--- config.mk ---
export PLATFORM = sky130hd
export DESIGN_NAME = segmux_display_flat
export DESIGN_NICKNAME = d
export VERILOG_FILES = /design/src/rtl/segmux_pkg.sv /design/src/rtl/segmux_display_if.sv /design/src/rtl/bin2bcd_seq.sv /design/src/rtl/segmux_display.sv /design/src/flat_wrapper.sv
export SDC_FILE = /design/constraint.sdc
export NUM_CORES = 1
export LEC_CHECK = 0
export CAP_MARGIN = 10
export CORE_MARGIN = 2
export CORE_UTILIZATION = 53
export CTS_CLUSTER_SIZE = 40
export DETAILED_ROUTE_END_ITERATION = 8
export GPL_TIMING_DRIVEN = 0
export PLACE_DENSITY = 0.82
export SETUP_SLACK_MARGIN = 0.2
export SLEW_MARGIN = 20
export SYNTH_ARGS = -nofsm -noshare
export SYNTH_HDL_FRONTEND = slang
export SYNTH_SLANG_ARGS = --single-unit
--- constraint.sdc ---
create_clock -name clk -period 2.26 [get_ports clk]
set_input_delay 0.452 -clock clk [delete_from_list [all_inputs] [get_ports clk]]
set_output_delay 0.452 -clock clk [all_outputs]
set_load 0.02 [all_outputs]
--- src/rtl/segmux_pkg.sv ---
// Shared definitions for the segmux_display driver: glyph encoding, fixed
// segment patterns and the binary-to-BCD converter state type.
package segmux_pkg;

   localparam logic [7:0] SEG_BLANK = 8'hFF;
   localparam logic [7:0] SEG_DASH  = 8'hBF;

   typedef enum logic [1:0] {IDLE, CONV, DONE} conv_state_t;

   // Active-low a..g pattern for one hex nibble (dp not included).
   function automatic logic [6:0] glyph(input logic [3:0] nib);
      logic [6:0] g;
      case (nib)
         4'h0: g = 7'h40;
         4'h1: g = 7'h79;
         4'h2: g = 7'h24;
         4'h3: g = 7'h30;
         4'h4: g = 7'h19;
         4'h5: g = 7'h12;
         4'h6: g = 7'h02;
         4'h7: g = 7'h78;
         4'h8: g = 7'h00;
         4'h9: g = 7'h10;
         4'hA: g = 7'h08;
         4'hB: g = 7'h03;
         4'hC: g = 7'h46;
         4'hD: g = 7'h21;
         4'hE: g = 7'h06;
         default: g = 7'h0E;
      endcase
      return g;
   endfunction

   // Decimal digits needed for 2**w - 1 (1233/4096 approximates log10(2)).
   function automatic int unsigned dec_digits(input int unsigned w);
      return ((w * 1233) >> 12) + 1;
   endfunction

endpackage

--- src/rtl/segmux_display_if.sv ---
// Load/display bus of segmux_display: the datapath side drives the value
// and strobes (master), the display driver returns status and pin levels (slave).
interface segmux_display_if #(
   parameter int unsigned NDIGITS = 4,
   parameter int unsigned BIN_W   = 13
);
   logic [BIN_W-1:0]   bin;
   logic               load;
   logic               dec_mode;
   logic [NDIGITS-1:0] dp_mask;
   logic               ready;
   logic               ovf;
   logic [7:0]         seg;
   logic [NDIGITS-1:0] an;

   modport master (
      output bin, load, dec_mode, dp_mask,
      input  ready, ovf, seg, an
   );

   modport slave (
      input  bin, load, dec_mode, dp_mask,
      output ready, ovf, seg, an
   );
endinterface

--- src/rtl/bin2bcd_seq.sv ---
// Sequential double-dabble converter: one shift-add-3 step per clk, BIN_W
// steps per conversion, with start/busy/done handshake and overflow flag.
module bin2bcd_seq
   import segmux_pkg::*;
#(
   parameter int unsigned BIN_W   = 13,
   parameter int unsigned NDIGITS = 4
) (
   input  logic                   clk,
   input  logic                   rst_n,
   input  logic                   start,
   input  logic [BIN_W-1:0]       bin,
   output logic                   busy,
   output logic                   done,
   output logic [4*NDIGITS-1:0]   bcd,
   output logic                   ovf
);

   // Accumulator is wide enough for the full input range so overflow is exact.
   localparam int unsigned FULL_D = dec_digits(BIN_W);
   localparam int unsigned ACC_D  = (FULL_D > NDIGITS) ? FULL_D : NDIGITS;
   localparam int unsigned ACC_W  = 4 * ACC_D;
   localparam int unsigned CW     = $clog2(BIN_W + 1);

   conv_state_t       state;
   logic [BIN_W-1:0]  sh;
   logic [ACC_W-1:0]  acc;
   logic [ACC_W-1:0]  adj;
   logic [ACC_W-1:0]  acc_nxt;
   logic [CW-1:0]     cnt;
   logic              ovf_nxt;

   always_comb begin
      adj = acc;
      for (int unsigned d = 0; d < ACC_D; d++) begin
         if (adj[4*d +: 4] >= 4'd5)
            adj[4*d +: 4] = adj[4*d +: 4] + 4'd3;
      end
      acc_nxt = {adj[ACC_W-2:0], sh[BIN_W-1]};
      ovf_nxt = 1'b0;
      for (int unsigned d = NDIGITS; d < ACC_D; d++)
         ovf_nxt = ovf_nxt | (|acc_nxt[4*d +: 4]);
   end

   always_ff @(posedge clk or negedge rst_n) begin
      if (!rst_n) begin
         state <= IDLE;
         sh    <= '0;
         acc   <= '0;
         cnt   <= '0;
         busy  <= 1'b0;
         done  <= 1'b0;
         bcd   <= '0;
         ovf   <= 1'b0;
      end else begin
         case (state)
            IDLE: begin
               done <= 1'b0;
               if (start) begin
                  sh    <= bin;
                  acc   <= '0;
                  cnt   <= '0;
                  busy  <= 1'b1;
                  state <= CONV;
               end
            end
            CONV: begin
               acc <= acc_nxt;
               sh  <= sh << 1;
               cnt <= cnt + CW'(1);
               if (cnt == CW'(BIN_W - 1)) begin
                  state <= DONE;
                  done  <= 1'b1;
                  bcd   <= acc_nxt[4*NDIGITS-1:0];
                  ovf   <= ovf_nxt;
               end
            end
            DONE: begin
               done  <= 1'b0;
               busy  <= 1'b0;
               state <= IDLE;
            end
            default: state <= IDLE;
         endcase
      end
   end

endmodule

--- src/rtl/segmux_display.sv ---
// Multiplexed common-anode 7-segment driver showing a loaded value in hex or
// decimal. Optional leading-zero blanking in decimal mode: SEGMUX_LZ_BLANK_EN.
module segmux_display
   import segmux_pkg::*;
#(
   parameter int unsigned NDIGITS     = 4,
   parameter int unsigned BIN_W       = 13,
   parameter int unsigned REFRESH_DIV = 50000
) (
   input  logic              clk,
   input  logic              rst_n,
   segmux_display_if.slave   bus
);

   localparam int unsigned DW = 4 * NDIGITS;
   localparam int unsigned IW = (NDIGITS > 1) ? $clog2(NDIGITS) : 1;
   localparam int unsigned PW = $clog2(REFRESH_DIV);

   logic [PW-1:0]        pre;
   logic [IW-1:0]        idx;
   logic [DW-1:0]        disp;
   logic                 ovf_q;
   logic [7:0]           seg_q;
   logic [NDIGITS-1:0]   an_q;
   logic                 c_busy;
   logic                 c_done;
   logic                 c_ovf;
   logic [DW-1:0]        c_bcd;
   logic                 accept;
   logic [DW+BIN_W-1:0]  bin_ext;
   logic [3:0]           cur_nib;
   logic                 cur_dp;
   logic                 blank;
   logic [NDIGITS-1:0]   an_nxt;

   assign accept  = bus.load && !c_busy;
   assign bin_ext = {{DW{1'b0}}, bus.bin};

   bin2bcd_seq #(
      .BIN_W   (BIN_W),
      .NDIGITS (NDIGITS)
   ) u_conv (
      .clk   (clk),
      .rst_n (rst_n),
      .start (accept && bus.dec_mode),
      .bin   (bus.bin),
      .busy  (c_busy),
      .done  (c_done),
      .bcd   (c_bcd),
      .ovf   (c_ovf)
   );

   always_ff @(posedge clk or negedge rst_n) begin
      if (!rst_n) begin
         disp  <= '0;
         ovf_q <= 1'b0;
      end else if (accept && !bus.dec_mode) begin
         disp  <= bin_ext[DW-1:0];
         ovf_q <= 1'b0;
      end else if (c_done) begin
         disp  <= c_bcd;
         ovf_q <= c_ovf;
      end
   end

   always_ff @(posedge clk or negedge rst_n) begin
      if (!rst_n) begin
         pre <= '0;
         idx <= '0;
      end else if (pre == PW'(REFRESH_DIV - 1)) begin
         pre <= '0;
         idx <= (idx == IW'(NDIGITS - 1)) ? '0 : idx + IW'(1);
      end else begin
         pre <= pre + PW'(1);
      end
   end

`ifdef SEGMUX_LZ_BLANK_EN
   logic                dec_shown;
   logic [NDIGITS-1:0]  lz;
   logic                hz;

   always_ff @(posedge clk or negedge rst_n) begin
      if (!rst_n)
         dec_shown <= 1'b0;
      else if (accept && !bus.dec_mode)
         dec_shown <= 1'b0;
      else if (c_done)
         dec_shown <= 1'b1;
   end

   // lz[i]: digit i and every digit above it are zero; digit 0 never qualifies.
   always_comb begin
      lz = '0;
      hz = 1'b1;
      for (int unsigned k = 0; k + 1 < NDIGITS; k++) begin
         hz = hz & (disp[4*(NDIGITS-1-k) +: 4] == 4'd0);
         lz[NDIGITS-1-k] = hz;
      end
   end
`endif

   always_comb begin
      cur_nib = '0;
      cur_dp  = 1'b0;
      blank   = 1'b0;
      an_nxt  = '1;
      for (int unsigned i = 0; i < NDIGITS; i++) begin
         if (idx == IW'(i)) begin
            cur_nib   = disp[4*i +: 4];
            cur_dp    = bus.dp_mask[i];
            an_nxt[i] = 1'b0;
`ifdef SEGMUX_LZ_BLANK_EN
            blank     = dec_shown && !ovf_q && lz[i];
`endif
         end
      end
   end

   always_ff @(posedge clk or negedge rst_n) begin
      if (!rst_n) begin
         seg_q <= SEG_BLANK;
         an_q  <= '1;
      end else if (blank) begin
         seg_q <= SEG_BLANK;
         an_q  <= '1;
      end else begin
         seg_q <= ovf_q ? {~cur_dp, SEG_DASH[6:0]} : {~cur_dp, glyph(cur_nib)};
         an_q  <= an_nxt;
      end
   end

   assign bus.ready = !c_busy;
   assign bus.ovf   = ovf_q;
   assign bus.seg   = seg_q;
   assign bus.an    = an_q;

endmodule

--- src/flat_wrapper.sv ---
// flat-port wrapper written by rule: the top's interface ports become plain ports
module segmux_display_flat import segmux_pkg::*;
#(
   parameter int unsigned NDIGITS     = 4,
   parameter int unsigned BIN_W       = 13,
   parameter int unsigned REFRESH_DIV = 50000
)
  (clk, rst_n, bus_bin, bus_load, bus_dec_mode, bus_dp_mask, bus_ready, bus_ovf, bus_seg, bus_an);
  segmux_display_if #(.NDIGITS(NDIGITS), .BIN_W(BIN_W)) bus_i ();
  input  logic clk;
  input  logic rst_n;
  input wire logic [$bits(bus_i.bin)-1:0] bus_bin;
  input wire logic [$bits(bus_i.load)-1:0] bus_load;
  input wire logic [$bits(bus_i.dec_mode)-1:0] bus_dec_mode;
  input wire logic [$bits(bus_i.dp_mask)-1:0] bus_dp_mask;
  output wire logic [$bits(bus_i.ready)-1:0] bus_ready;
  output wire logic [$bits(bus_i.ovf)-1:0] bus_ovf;
  output wire logic [$bits(bus_i.seg)-1:0] bus_seg;
  output wire logic [$bits(bus_i.an)-1:0] bus_an;
  assign bus_i.bin = bus_bin;
  assign bus_i.load = bus_load;
  assign bus_i.dec_mode = bus_dec_mode;
  assign bus_i.dp_mask = bus_dp_mask;
  assign bus_ready = bus_i.ready;
  assign bus_ovf = bus_i.ovf;
  assign bus_seg = bus_i.seg;
  assign bus_an = bus_i.an;
  segmux_display #(.NDIGITS(NDIGITS), .BIN_W(BIN_W), .REFRESH_DIV(REFRESH_DIV)) u_core (.clk(clk), .rst_n(rst_n), .bus(bus_i));
endmodule
==> reports/metrics.csv <==
metric;value;unit
clk_lat worst skew;370;ps
Final WS setup;88.46;ps
via count;3707;
All-Layer GR Usage;0.2296;
largest family of logic cells by synthesized area;simple AND/OR/NAND/NOR gates;
Yosys cell types;49;
LEAKAGE;2.482;nW
antenna cells;0;
CP max FO;7;
Min Clock Period, post-route;2172;ps
H-tree Lvls;3;
final setup vio count;0;
first-pass GRT wire length;17990;µm
VDD IR max;0.0004976;V
Compound-Gate Fraction of Synth Area;0.1361;
dpl cells;609;
most common cell in the synthesized netlist;dfrtp_1;
Int Power;4.062;mW
die extent in x;99.70;µm
fin crit share;0.9609;
Routed wire per std cell;17.09;µm
Synth Warn #;0;
Gate Count Post-Synth;467;
largest net degree at the start of global routing;79;
number of port buffers;33;
Critical Path Start Type;register;
Sw Share;0.3879;
run status;complete, no violations;
Core ar.;0.008806;mm²
Synth Cell Area;0.004853;mm²
Reg clk slew, reported paths;110;ps
xor/xnor share of the synthesized area;0.03609;
NumNets Final;569;
vias in the first global route;3632;
Post-synth ARST share;1.000;
Slew headroom;0.6528;
adder-cell area share of the yosys netlist;0.05414;
vias per cell;5.792;
crit end category;register;
Place WS;-107.3;ps
Final Util;0.6556;
# IOs;35;
CTS sink count;99;
Setup Skew;10.40;ps
clock power share;0.184;
area grow syn2layout;18.95;%
TritonCTS clock tree;yes;
CTS Buf Count;9;
# Max-Cap Violations;0;
Achievable Freq;460.5;MHz
die extent in y;99.70;µm
largest cells by area after synthesis;dfrtp_1 45%, mux2i_1 7.2%, dfstp_2 6.5%;
GRT Residual Overflow;0;
Final Hold Viols;0;
worst slew pin tran;520.8;ps
Comb power frac;0.387;
ys flop type;dfrtp_1;
unrepaired setup endpoints after global routing;true;
number of cell rows;34;
Routed Antenna Nets;0;
EDFF count, synth;0;
clock buffer depth;2;
crit path DAT;2460;ps
HPWL Detailed;7408;µm
Hold/Removal Path Class;input pin to asynchronous set/reset pin;
Post-Route WL;10940;µm
Max Slew Vio Count;0;
average size of a mapped cell;10.39;µm²
initial antenna violation count;0;
synthesized flop and latch total;99;
WS Path Type;register to register;
post-synthesis simple-gate area fraction;0.1374;
sequential area share after synthesis;0.5135;
most instantiated cells after synthesis;87 x dfrtp_1, 67 x nand2_1, 51 x o21ai_0;
DRC errors left;0;
share of layout cells above drive strength 1;0.1598;
Net Switching;2.574;mW
area share of the largest cell type after synthesis;0.4486;
initial DRC count;253;
register share of total power;0.430;
number of detailed-route iterations in the first pass;9;
Initial Utilization;0.5512;
CTS Root Cell;clkbuf_8;
Finished Layout Cells;640;
synthesized net count;509;
GP Congestion;0.7819;
PwrDens;1150;mW/mm²
die area;0.009939;mm²
mux contribution to synthesized area;0.07914;
dominant cell type by area after synthesis;dfrtp_1;
Required @ worst endpoint;2550;ps
worst paths after layout:
| check | depth (start not counted) | slack (ps) | endpoint | start |
|---|---|---|---|---|
| min | 2 | 490 | u_core.u_conv.sh[6]$_DFFE_PN0P_ | rst_n |
| max reg2reg | 9 | 90 | u_core.bus.seg[4]$_DFF_PN1_ | u_core.idx[0]$_DFFE_PN0N_ |
| max in group asynchronous | 3 | 1090 | u_core.bus.seg[1]$_DFF_PN1_ | rst_n |
| min reg2reg | 2 | 490 | u_core.u_conv.sh[6]$_DFFE_PN0P_ | u_core.u_conv.sh[5]$_DFFE_PN0P_ |
| min in group clk | 2 | 490 | u_core.u_conv.sh[6]$_DFFE_PN0P_ | u_core.u_conv.sh[5]$_DFFE_PN0P_ |
| max | 9 | 90 | u_core.bus.seg[4]$_DFF_PN1_ | u_core.idx[0]$_DFFE_PN0N_ |
layer usage:
| metal | GRT usage | part of all wire | vias up |
|---|---|---|---|
| li1 | - | - | 1732 |
| met1 | 0.3214 | 0.45 | 1868 |
| met2 | 0.3732 | 0.50 | 87 |
| met3 | 0.04146 | 0.036 | 20 |
| met4 | 0.06006 | 0.020 | 0 |
| met5 | 0 | 0 | - |
metrics by stage:
step	instance area [µm²]	hold slack (ps)	TNS (ps)	power (mW)
after floorplan	4865	156.4	0	4.497
after global placement	5330	461.1	-260840	5.105
after detailed placement	5359	312.9	-146.5	5.289
after CTS	5658	479.8	0	6.535
after global routing	5773	487.4	0	7.046
final	5773	488.0	0	6.636
cells in the final DEF, fill, tap and decap left out, types with 13 or more instances in the layout:
master | synthesis | final
dfrtp_1 | 87 | 87
nand2_1 | 67 | 66
o21ai_0 | 51 | 50
mux2i_1 | 35 | 35
clkdlybuf4s50_1 | 0 | 32
nor2_1 | 22 | 22
inv_1 | 26 | 20
ha_1 | 21 | 16
o22ai_1 | 16 | 15
buf_4 | 2 | 15
a21oi_1 | 15 | 14
clkbuf_1 | 14 | 13
power by group through the flow:
stage	clock, mW	combinational (mW)	sequential (mW)
finish	1.22	2.57	2.85
global route	1.30	2.84	2.91
CTS	1.22	2.48	2.83
detailed placement	0	2.43	2.86
global placement	0	2.29	2.82
floorplan	0	1.72	2.78
layout make-up:
type,count,area [µm²]
buffer,22,111.4
clock buffer,10,137.6
clock inverter,6,72.57
fill,656,3033
inverter,26,97.59
multi-input combinational,320,2248
sequential,99,2492
tap,108,135.1
timing repair buffer,49,478.0
logic make-up after synthesis:
family / Yosys count
xor gates and xnor gates: 20
DFF: 99
AOI/OAI and AO/OA: 105
muxes: 38
buffers and inverters: 48
adders and majority gates: 21
other: 1
and+or+nand+nor: 135
sequential cells by signal, indices dropped and copies added, names as in the netlist, 4 cells and up:
name	flops
u_core.disp	16
u_core.bus.seg	8
u_core.u_conv.sh	13
u_core.pre	16
u_core.bus.an	4
u_core.u_conv.cnt	4
u_core.u_conv.acc	16
u_core.u_conv.bcd	16
critical path: stages (launching register included):
cell,delay [ps]
dfrtp_1,420
buf_4,160
ha_4,190
a21oi_2,230
o21ai_2,130
a22oi_2,200
inv_2,100
ha_1,210
or3_1,370
o21ai_0,80
repair_timing:
action | in CTS | in global routing
hold buffers | 1 | 0
resized for setup | 13 | 12
setup buffers | 5 | 9
endpoints found under the hold margin | 10 | 0
endpoints found under the setup margin | 7 | 8
pin swaps | 3 | 5
No activity file was read; power rests on OpenSTA's default activity.
==> edit (config.mk and constraints unchanged) <==
`BIN_W` is set to 13 in 4 places; all go to 17.
--- a/src/rtl/segmux_display_if.sv
+++ b/src/rtl/segmux_display_if.sv
@@ -3,5 +3,5 @@
 interface segmux_display_if #(
    parameter int unsigned NDIGITS = 4,
-   parameter int unsigned BIN_W   = 13
+   parameter int unsigned BIN_W   = 17
 );
    logic [BIN_W-1:0]   bin;
--- a/src/rtl/bin2bcd_seq.sv
+++ b/src/rtl/bin2bcd_seq.sv
@@ -4,5 +4,5 @@
    import segmux_pkg::*;
 #(
-   parameter int unsigned BIN_W   = 13,
+   parameter int unsigned BIN_W   = 17,
    parameter int unsigned NDIGITS = 4
 ) (
--- a/src/rtl/segmux_display.sv
+++ b/src/rtl/segmux_display.sv
@@ -5,5 +5,5 @@
 #(
    parameter int unsigned NDIGITS     = 4,
-   parameter int unsigned BIN_W       = 13,
+   parameter int unsigned BIN_W       = 17,
    parameter int unsigned REFRESH_DIV = 50000
 ) (
--- a/src/flat_wrapper.sv
+++ b/src/flat_wrapper.sv
@@ -3,5 +3,5 @@
 #(
    parameter int unsigned NDIGITS     = 4,
-   parameter int unsigned BIN_W       = 13,
+   parameter int unsigned BIN_W       = 17,
    parameter int unsigned REFRESH_DIV = 50000
 )
Ports: changed (resized bus_bin); port bits go from 35 to 39. The function was not compared with the original's and may differ.
==> edit against the original RTL <==
  * Power increased by 51%
  * Setup slack worse by 0.073 ns
  * Clock power increased by 140%
  * Global-route usage is 3.1 points higher
  * Core utilization rose by 2.9 points
  * Cell area grew 27%
  * Maximum frequency decreased by 3.2%
  * Count of clock-buffer cells in the layout rose by 13
  * Area after synthesis is 19% higher
  * Routed wire length is 41% higher
  * Combinational power rose by 44%
  * Sequential cell count is 15 higher
  * Critical path type unchanged
  * Critical endpoint is now u_core.bus.seg[0]$_DFF_PN1_
==> edit: results (changes against the original RTL) <==
Cells and area
  – NumNets Final: 698 (+23%)
  – Cell Count, Final, Fillers Out: 800 (+25%)
  – Share of cells above drive strength 1: 18.6% (+2.7 points)

Yosys
  – Post-synthesis sequential area ratio: 49.7% (-1.6 points)
  – Synth cell count leaders: dfrtp_1 (102), nand2_1 (84), o21ai_0 (66)
  – Synth top area share: 44.3% (-0.59 points)
  – Synth area leaders: dfrtp_1 (44%), mux2i_1 (6.3%), o21ai_0 (5.7%), ha_1 (5.6%), dfstp_2 (5.5%)
  – Synth Net Count: 621 (+22%)
  – Post-Syn Instances: 570 (+22%)

Setup path
  – Reg2reg start: u_core.idx[1]$_DFFE_PN0N_
  – Worst R2R Path Depth: 10 (+1)
  – Critical path's slowest cell: dfrtp_2
  – Crit path arrival time: 2.69 ns (+0.23 ns)
  – Worst R2R End: u_core.bus.seg[0]$_DFF_PN1_
  – Slowest Stage Delay on Critical Path: 0.44 ns (+0.02 ns)
  – CP max FO: 4 (-3)
  – Worst reg-to-reg setup slack: 0.02 ns (-0.07 ns)

Clock network
  – Cts repair resizes: 25 (+12)
  – CTS Buf Count: 17 (+8)
  – Clk_lat worst skew: 0.54 ns (+0.17 ns)
  – Post-CTS Repair Setup Buffers: 8 (+3)
  – H-tree levels: 4 (+1)
  – Clock transition at path regs: 0.06 ns (-0.05 ns)

STA
  – Hold Slack: 0.368 ns (-0.120 ns)
  – Rel. slew slack: 57.5% (-7.8 points)
  – Clk_skew: 0.0102 ns (-0.000185 ns)

Placement
  – Cells after DPL: 749 (+23%)
  – DP Worst Slack: -0.106 ns (+0.00127 ns)
  – GPL Wtd Cong: 0.880 (+13%)
  – PortBufs: 38 (+15%)
  – Hpwl dp: 9.21 mm (+24%)

Global routing
  – First-pass GRT wire length: 23.4 mm (+30%)
  – Total GRT Usage: 26.1% (+3.1 points)
  – Largest net degree at the start of global routing: 86 (+8.9%)
  – Number of global-route vias before repair: 4,799 (+32%)

Pwr
  – Net switching share of the total power: 36.9% (-1.8 points)
  – Leakage power: 3.13 nW (+26%)
  – Maximum VDD drop: 0.679 mV (+36%)

Outcome
  – Status: finished, final reports clean

Routing
  – Initial DRC count: 384 (+52%)
  – Drt total wl: 15.4 mm (+41%)
  – Drt pass-1 iters: 7 (-2)
  – Vias: 4,898 (+32%)
## edit: cell types whose count changed after synthesis, sizes merged, moves of 6 or more
cell   delta
dfrtp    +15
nor3      +6
nand2    +17
o21ai    +16
nor2      +6
## edit: power groups by stage
stage | clock network [W] | registers [W] | logic [W]
after CTS | 0.00289 | 0.00334 | 0.00337
after global routing | 0.00298 | 0.00346 | 0.00408
after floorplan | 0 | 0.00327 | 0.00236
after global placement | 0 | 0.00332 | 0.00308
final | 0.00289 | 0.00339 | 0.00371
after detailed placement | 0 | 0.00336 | 0.00329
## edit: worst max path at each step
stage	startpoint	endpoint	slack, ns	depth (start not counted)
2_1_floorplan	u_core.idx[0]$_DFFE_PN0N_	u_core.bus.seg[3]$_DFF_PN1_	0.20	9
3_3_place_gp	rst_n	u_core.u_conv.acc[17]$_DFFE_PN0P_	-3.40	1
6_report	u_core.idx[1]$_DFFE_PN0N_	u_core.bus.seg[0]$_DFF_PN1_	0.02	10
5_1_grt	u_core.idx[1]$_DFFE_PN0N_	u_core.bus.seg[0]$_DFF_PN1_	-0.02	10
4_1_cts	u_core.idx[1]$_DFFE_PN0N_	u_core.bus.seg[3]$_DFF_PN1_	0.11	10
3_5_place_dp	u_core.idx[0]$_DFFE_PN0N_	u_core.bus.seg[5]$_DFF_PN1_	-0.11	9
## edit: final cells by class
type | instances | area [um2]
Clock inverter | 9 | 150
Fill cell | 782 | 3390
Clock buffer | 23 | 487
Multi-Input combinational cell | 404 | 2860
Tap cell | 140 | 175
Timing Repair Buffer | 58 | 576
Inverter | 25 | 96.3
Sequential cell | 114 | 2870
Buffer | 27 | 133
## edit: logic make-up after synthesis
group | synth area share (%)
flops | 49.7
simple gates | 16.0
compound gates | 14.5
fa+ha+maj | 5.64
mux | 7.03
buf+inv | 3.80
xor+xnor | 3.34
## edit: metal layers
metal,vias up,global-route usage [%],routed length (um)
met2,238,44.7,7880
li1,2168,-,-
met5,-,0,0
met4,0,10.4,444
met3,48,7.23,1020
met1,2444,31.2,6090
## edit: worst register-to-register path, stage by stage (launching register included)
cell      delay [ns]
dfrtp_2         0.44
inv_2           0.09
buf_6           0.10
ha_4            0.14
nand2_1         0.06
o211ai_1        0.31
o211ai_4        0.18
buf_4           0.18
ha_1            0.21
nor3_1          0.30
o31ai_1         0.14
## edit: stage by stage
step	TNS (ns)	utilization [%]	power, W	instance area (um2)
2_1_floorplan	0	-	0.00564	5800
3_3_place_gp	-370.47	59.2	0.00641	6360
3_5_place_dp	-0.655	59.4	0.00664	6390
4_1_cts	0	66.4	0.00960	7130
5_1_grt	-0.0802	68.4	0.0105	7350
6_report	0	68.4	0.00999	7350
